===== src/rtl/dpd_digit_serializer.sv =====
`default_nettype none
// ============================================================================
// Module   : dpd_digit_serializer (with helper dpd_unpack)
// Brief    : Streams 10-bit DPD declets out as BCD digits, MS digit first,
//            with optional leading-zero suppression per group of declets.
// Revision : 1.0 - initial release
// ============================================================================

module dpd_unpack (
    input  logic [9:0] i_dpd,
    output logic [3:0] o_d2,
    output logic [3:0] o_d1,
    output logic [3:0] o_d0,
    output logic       o_noncanon
);
    always_comb begin
        o_d2 = {1'b0, i_dpd[9:7]};
        o_d1 = {1'b0, i_dpd[6:4]};
        o_d0 = {1'b0, i_dpd[2:0]};
        if (i_dpd[3]) begin
            case (i_dpd[2:1])
                2'b00: o_d0 = {3'b100, i_dpd[0]};
                2'b01: begin
                    o_d1 = {3'b100, i_dpd[4]};
                    o_d0 = {1'b0, i_dpd[6:5], i_dpd[0]};
                end
                2'b10: begin
                    o_d2 = {3'b100, i_dpd[7]};
                    o_d0 = {1'b0, i_dpd[9:8], i_dpd[0]};
                end
                default: begin
                    // Two or three large digits: bits [6:5] say which ones.
                    case (i_dpd[6:5])
                        2'b00: begin
                            o_d2 = {3'b100, i_dpd[7]};
                            o_d1 = {3'b100, i_dpd[4]};
                            o_d0 = {1'b0, i_dpd[9:8], i_dpd[0]};
                        end
                        2'b01: begin
                            o_d2 = {3'b100, i_dpd[7]};
                            o_d1 = {1'b0, i_dpd[9:8], i_dpd[4]};
                            o_d0 = {3'b100, i_dpd[0]};
                        end
                        2'b10: begin
                            o_d1 = {3'b100, i_dpd[4]};
                            o_d0 = {3'b100, i_dpd[0]};
                        end
                        default: begin
                            o_d2 = {3'b100, i_dpd[7]};
                            o_d1 = {3'b100, i_dpd[4]};
                            o_d0 = {3'b100, i_dpd[0]};
                        end
                    endcase
                end
            endcase
        end
    end

    assign o_noncanon = (i_dpd[3:1] == 3'b111) && (i_dpd[6:5] == 2'b11) && (i_dpd[9:8] != 2'b00);
endmodule

module dpd_digit_serializer #(
    parameter int DECLETS_PER_GRP = 2,
    parameter int LZ_SUPPRESS     = 1
) (
    input  logic       clk,
    input  logic       rst,
    input  logic [9:0] in_dpd,
    input  logic       in_valid,
    output logic       in_ready,
    output logic [3:0] out_digit,
    output logic       out_valid,
    input  logic       out_ready,
    output logic       out_last,
    output logic       out_noncanon
);
    localparam int c_CNT_W = (DECLETS_PER_GRP > 1) ? $clog2(DECLETS_PER_GRP) : 1;
    localparam logic [c_CNT_W-1:0] c_LAST_CNT = c_CNT_W'(DECLETS_PER_GRP - 1);
    localparam logic [0:0] c_S_IDLE = 1'b0;
    localparam logic [0:0] c_S_EMIT = 1'b1;

    logic [0:0]         r_state;
    logic [0:0]         w_state_nxt;
    logic [9:0]         r_hold;
    logic [1:0]         r_idx;
    logic [c_CNT_W-1:0] r_cnt;
    logic               r_seen_nz;

    logic [3:0] w_d2, w_d1, w_d0, w_digit;
    logic       w_noncanon, w_last_slot, w_suppress, w_advance, w_load;

    dpd_unpack u_unpack (
        .i_dpd      (r_hold),
        .o_d2       (w_d2),
        .o_d1       (w_d1),
        .o_d0       (w_d0),
        .o_noncanon (w_noncanon)
    );

    assign w_digit     = (r_idx == 2'd2) ? w_d2 : (r_idx == 2'd1) ? w_d1 : w_d0;
    assign w_last_slot = (r_idx == 2'd0) && (r_cnt == c_LAST_CNT);

    generate
        if (LZ_SUPPRESS != 0) begin : g_lz
            assign w_suppress = (w_digit == 4'd0) && !r_seen_nz && !w_last_slot;
        end else begin : g_no_lz
            assign w_suppress = 1'b0;
        end
    endgenerate

    // A suppressed slot advances on its own; a real digit waits for the sink.
    assign w_advance = (r_state == c_S_EMIT) && (w_suppress || out_ready);
    assign w_load    = in_valid && in_ready;

    always_ff @(posedge clk) begin
        if (rst) r_state <= c_S_IDLE;
        else     r_state <= w_state_nxt;
    end

    always_comb begin
        w_state_nxt = r_state;
        case (r_state)
            c_S_IDLE: if (in_valid) w_state_nxt = c_S_EMIT;
            c_S_EMIT: if (w_advance && (r_idx == 2'd0) && !in_valid) w_state_nxt = c_S_IDLE;
            default:  w_state_nxt = c_S_IDLE;
        endcase
    end

    always_comb begin
        in_ready     = 1'b0;
        out_valid    = 1'b0;
        out_digit    = 4'd0;
        out_last     = 1'b0;
        out_noncanon = 1'b0;
        case (r_state)
            c_S_IDLE: in_ready = 1'b1;
            c_S_EMIT: begin
                in_ready     = w_advance && (r_idx == 2'd0);
                out_valid    = !w_suppress;
                out_digit    = w_digit;
                out_last     = !w_suppress && w_last_slot;
                out_noncanon = !w_suppress && w_noncanon;
            end
            default: in_ready = 1'b0;
        endcase
    end

    always_ff @(posedge clk) begin
        if (rst) begin
            r_hold    <= 10'd0;
            r_idx     <= 2'd2;
            r_cnt     <= '0;
            r_seen_nz <= 1'b0;
        end else begin
            if (w_load) begin
                r_hold <= in_dpd;
                r_idx  <= 2'd2;
            end else if (w_advance && (r_idx != 2'd0)) begin
                r_idx <= r_idx - 2'd1;
            end
            if (w_advance) begin
                if (w_last_slot) begin
                    r_cnt     <= '0;
                    r_seen_nz <= 1'b0;
                end else begin
                    if (r_idx == 2'd0) r_cnt <= r_cnt + 1'b1;
                    if (!w_suppress && (w_digit != 4'd0)) r_seen_nz <= 1'b1;
                end
            end
        end
    end
endmodule
`default_nettype wire


===== config.mk =====
export PLATFORM = sky130hd
export DESIGN_NAME = dpd_digit_serializer
export DESIGN_NICKNAME = d
export VERILOG_FILES = /design/src/rtl/dpd_digit_serializer.sv
export SDC_FILE = /design/constraint.sdc
export NUM_CORES = 1
export LEC_CHECK = 0
export CELL_PAD_IN_SITES_DETAIL_PLACEMENT = 1
export CELL_PAD_IN_SITES_GLOBAL_PLACEMENT = 1
export CORE_MARGIN = 4
export CORE_UTILIZATION = 25
export DETAILED_ROUTE_END_ITERATION = 8
export PLACE_DENSITY_LB_ADDON = 0.1
export SETUP_SLACK_MARGIN = 0.5
export SLEW_MARGIN = 40
export SYNTH_ARGS = -nofsm -noshare
export SYNTH_HDL_FRONTEND = slang
export SYNTH_SLANG_ARGS = --single-unit
export TNS_END_PERCENT = 20

===== constraint.sdc =====
create_clock -name clk -period 2.7 [get_ports clk]
set_clock_uncertainty 0.15 [all_clocks]
set_input_delay 0.405 -clock clk [delete_from_list [all_inputs] [get_ports clk]]
set_output_delay 0.405 -clock clk [all_outputs]
set_load 0.02 [all_outputs]

Yosys cells after proc, flatten, opt, wreduce, memory -nomap -nowiden
Cells that the tools add are included.

Output and inout bits: 8. Bits of input ports: 14. Word-level logic and storage cells: 71. Register bits: 15.

Reductions and logical operators: 32. Bitwise logic cells: 1. Add/subtract/negate cells: 2. Eq/ne operators: 8. Multiplexer cells: 23.

Operator list (count): $mux W4 (9); $pmux W4 S2 (2); $logic_and A1 B1 Y1 (13); $pmux W4 S3 (1); $mux W1 (9); $eq A2 B2 Y1 const B (4); $reduce_bool A2 Y1 (4); $eq A2 B1 Y1 const B (3); $logic_not A2 Y1 (3); $reduce_or A2 Y1 (3); $logic_not A1 Y1 (4); $logic_not A4 Y1 (1); $pmux W1 S2 (2); $reduce_and A2 Y1 (2); $reduce_bool A4 Y1 (1); $eq A3 B3 Y1 const B (1); $sub A2 B1 Y2 const B (1); $add A1 B1 Y1 const B (1); $logic_or A1 B1 Y1 (1); $not A1 Y1 (1).

Longest topological paths before layout
Word-level depth: 15. Gate-level depth with buffers: 11. Mapped depth without buffers: 9.

Cells and area by module
From an unflattened synthesis, not the netlist that was laid out.

Cell total of the unflattened synthesis: 126. Area total of the unflattened synthesis: 1062.3 µm².

Modules (own cells, without submodules): dpd_digit_serializer (times used 1, cells each 95, sequential area each 300.3 µm², area an instance 870.8 µm²); dpd_unpack (times used 1, cells each 31, sequential area each 0.0 µm², area an instance 191.4 µm²).

Worst setup path before layout
Ideal clock, no wire load.

Path type: reg2out. From: register r_idx[0]. To: output port out_noncanon. Data required time: 2145 ps. Setup slack: -508 ps. Stages on the path, launching flop included: 10. Path buffers: 1. Data arrival time: 2653 ps. Cell sequence: dfxtp_1 > inv_1 > ha_1 > clkbuf_2 > nor4b_1 > o32ai_1 > a22oi_1 > or3_4 > and2_1 > nor4b_1.

Longest elaborated chain between the ends: 9. Elaborated cells between the ends (all ways): 13. Classes of those cells: 2 x eq/ne; 3 x mux; 8 x reduce/logical.

Ends and longest elaborated chain: start, declared (RTL line 85) `logic [1:0] r_idx;`; start signal, assigned (RTL line 159) `r_idx <= r_idx - 2'd1;`; $eq A2 B1 Y1 (RTL line 100) `assign w_digit = (r_idx == 2'd2) ? w_d2 : (r_idx == 2'd1) ? w_d1 : w_d0;`; $mux W4 (2 in a row) (RTL line 100); $logic_not A4 Y1 (RTL line 105) `assign w_suppress = (w_digit == 4'd0) && !r_seen_nz && !w_last_slot;`; $logic_and A1 B1 Y1 (RTL line 105); $logic_and A1 B1 Y1 (*) (RTL line 105); $logic_not A1 Y1 (*) (RTL line 142) `out_noncanon = !w_suppress && w_noncanon;`; $logic_and A1 B1 Y1 (*) (RTL line 142); $mux W1 (*) (RTL line 135) `case (r_state)`; end, declared (RTL line 75) `output logic out_noncanon`.

Every way passes the cells marked *; elsewhere a longest branch is shown, timed or not.

Final worst setup path
From: register r_idx[1]. To: output port out_noncanon.

Same word-level chain as after synthesis.

==> key figures <==
Run status
  • Status: complete, but fails checks
  • Failing checks: negative setup slack

Logic synthesis
  • Mapped Area: 0.00117 mm2
  • Cells after synthesis: 134
  • Post-synth EDFFs: 0
  • Post-Syn Nets: 151
  • Synth area leaders: dfxtp_1, or2b_2, mux2i_1
  • Synth Flop Type: dfxtp_1
  • Leading area contributor after synthesis: dfxtp_1
  • Yosys reg bits: 15
  • Synthesis Warnings: 0
  • Post-synth cell types: 43
  • Synth top area share: 25.6%
  • Synth async-reset ratio: 0%
  • Sequential element share of the synthesized area: 25.6%
  • Avg Inst Size Synth: 8.77 um2

Timing
  • Slew margin rel.: 77.5%
  • Peak Freq: 343 MHz
  • Setup slack after layout: -0.212 ns
  • Slew @ Worst Pin: 0.336 ns
  • Post-layout min period: 2.91 ns
  • Final Slew Violations: 0
  • RSZ-0062 raised after global routing: true
  • Setup TNS: -0.496 ns
  • Final hold vios: 0
  • Final worst-path cycle share: 108%
  • Endpoints failing setup: 3

Clock network
  • Worst skew pair latency: 0.26 ns
  • TritonCTS clock tree: yes
  • # clock sinks: 15
  • TritonCTS Buffers: 3
  • Clk buf depth: 2
  • Hold Buf Count CTS: 0
  • Htree depth: 1
  • Worst-path clk slew: 0.07 ns
  • Clock root cell: clkbuf_8

Placed design
  • RePlAce Congestion: 0.778
  • DP Wirelength: 2.60 mm
  • IO Port Bufs: 21

Drt
  • Via/cell ratio: 4.81
  • DR WL/cell: 14.9 um
  • Via count: 1135
  • Pre-Repair DR Iteration Count: 4
  • Detailed Route WL: 3.51 mm
  • Remaining DRCs: 0
  • ANT nets after route: 0
  • Initial DRC count: 22

Die
  • Row cnt: 24
  • Die Height: 76.6 um
  • Initial core utilization: 26.4%
  • Core Area: 0.00444 mm2
  • Num ports: 22
  • Die W: 76.6 um
  • Die area: 0.00586 mm2

Worst hold path
  • Hold Crit Class: flip-flop to flip-flop

Cells and area
  • Area grow syn2layout: 53.9%
  • Final net count: 202
  • Filler Cell Count: 508
  • Ant diodes: 0
  • Share of cells above drive strength 1: 47.8%

Global route
  • First-pass GRT wire length: 5.82 mm
  • Antenna violations before repair: 0
  • Number of global-route vias before repair: 1243
  • Grt ovf: 0
  • Largest net degree at the start of global routing: 21
  • Gr usage total: 12.4%

Pwr
  • P_leak: 0.760 nW
  • Power density cells: 466 mW/mm2
  • Final Power: 0.842 mW
  • VDD IR max: 208 uV

Critical path
  • Critical Path AT: 2.36 ns
  • Slowest cell delay on critical path: 0.47 ns
  • Worst path cell trace: inv_2, ha_4, or4b_1, a41oi_2, o211ai_2, or3_4, and2_4, nor4b_4, buf_4
  • Worst setup SP type: flip-flop
  • Worst path bufs/invs: 2
  • CP Capture Type: primary output
  • CP delay by family, top: simple AND/OR/NAND/NOR gates
  • Worst path slowest cell: or4b_1
  • Worst-path fanout max: 3
  • Req. time, crit path: 2.14 ns
  • Kind of critical path: flip-flop to primary output

Job
  • Max-cap viol count: 0
-- registers in the layout, indices dropped and copies added, names as in the netlist --
name,cells
r_cnt,1
r_state,1
r_idx,2
r_seen_nz,1
r_hold,10
-- placed cells by master (no fill, tap or decap), drive strengths merged, types with 2 or more instances in the layout --
master,n
a211o,2
a21bo,2
a21oi,9
and2,3
buf,42
clkbuf,3
clkdlybuf4s50,13
dfxtp,15
ha,3
inv,6
mux2i,11
nand2,5
nand2b,4
nand3,3
nor2,8
nor2b,2
nor3,5
nor4b,2
o211ai,2
o21a,2
o21ai,5
or2b,18
-- logic make-up (layout without fill, tap and decap cells) --
kind of cell / Yosys count / count (layout) / share of synthesized area (%)
simple gates: 56 / 56 / 31.5
compound gates: 31 / 31 / 19.9
buf+inv: 16 / 66 / 8.73
flops: 15 / 15 / 25.6
mux: 12 / 12 / 10.3
fa+ha+maj: 3 / 3 / 3.20
xor+xnor: 1 / 1 / 0.746
-- area by class of cell --
type | instances | area (um2) | area share [%]
timing repair buffer | 56 | 493 | 27.3
sequential | 15 | 309 | 17.1
tap | 52 | 65.1 | 3.60
clock inverter | 1 | 5.00 | 0.277
clock buffer | 3 | 41.3 | 2.28
inverter | 6 | 22.5 | 1.25
multi-input combinational | 103 | 872 | 48.2
-- final timing paths --
| kind | start | to | slack (ns) | cells past startpoint |
|---|---|---|---|---|
| min reg2reg | r_hold[4]$_SDFFE_PP0P_ | r_hold[4]$_SDFFE_PP0P_ | 0.42 | 2 |
| min | r_hold[4]$_SDFFE_PP0P_ | r_hold[4]$_SDFFE_PP0P_ | 0.42 | 2 |
| max | r_idx[1]$_SDFFE_PP1P_ | out_noncanon | -0.21 | 9 |
| max reg2reg | r_idx[1]$_SDFFE_PP1P_ | r_hold[1]$_SDFFE_PP0P_ | 0.11 | 10 |
-- through the flow --
stage / cells / utilization [%] / setup slack (ns) / hold slack [ns] / instance area (um2)
2_1_floorplan: 134 / - / 0.0316 / 0.341 / 1210
3_3_place_gp: 227 / 36.9 / -0.381 / 0.357 / 1640
3_5_place_dp: 227 / 36.9 / -0.400 / 0.399 / 1640
4_1_cts: 236 / 40.3 / -0.241 / 0.419 / 1790
5_1_grt: 236 / 40.7 / -0.319 / 0.434 / 1810
6_report: 236 / 40.7 / -0.212 / 0.418 / 1810
-- report_power, final --
| group | switching (mW) | internal (mW) |
|---|---|---|
| Combinational | 0.167 | 0.216 |
| Clock | 0.0890 | 0.102 |
| Sequential | 0.0243 | 0.243 |
-- worst register-to-register path, stage by stage (launching register included) --
cell and delay [ns]:
dfxtp_2 0.34, inv_2 0.05, ha_4 0.15, or4b_1 0.47, a41oi_2 0.20, o211ai_2 0.11, or3_4 0.34, buf_4 0.16
o221ai_4 0.16, buf_12 0.18, mux2i_1 0.20
-- cells in the mapped netlist (2+ instances only) --
master	number
a21bo_2	2
nor2_1	8
nor4b_1	2
o21ai_0	5
o21a_1	2
clkbuf_1	2
a211o_1	2
ha_1	3
or2b_2	15
buf_6	3
and2_1	3
nor3_1	5
nor2b_1	2
nand2b_1	4
dfxtp_1	15
a21oi_1	9
or2b_1	3
nand2_1	5
nand3_1	3
inv_1	6
buf_4	3
mux2i_1	11
-- per-layer routing --
metal	up-vias	track usage (%)	share of wire, %
met5	-	0	0
met4	0	5.25	2.0
li1	574	-	-
met2	17	20.2	48
met1	536	15.8	47
met3	8	2.25	2.2
-- repair_timing --
| item | in CTS | in global routing |
|---|---|---|
| gates resized for setup | 61 | 3 |
| setup endpoints to repair | 23 | 23 |
| pin swaps | 11 | 4 |
| setup buffers | 5 | 0 |
| hold endpoints to repair | 0 | 0 |
| cloned | 0 | 0 |
Power figures use the tool's default switching activity.
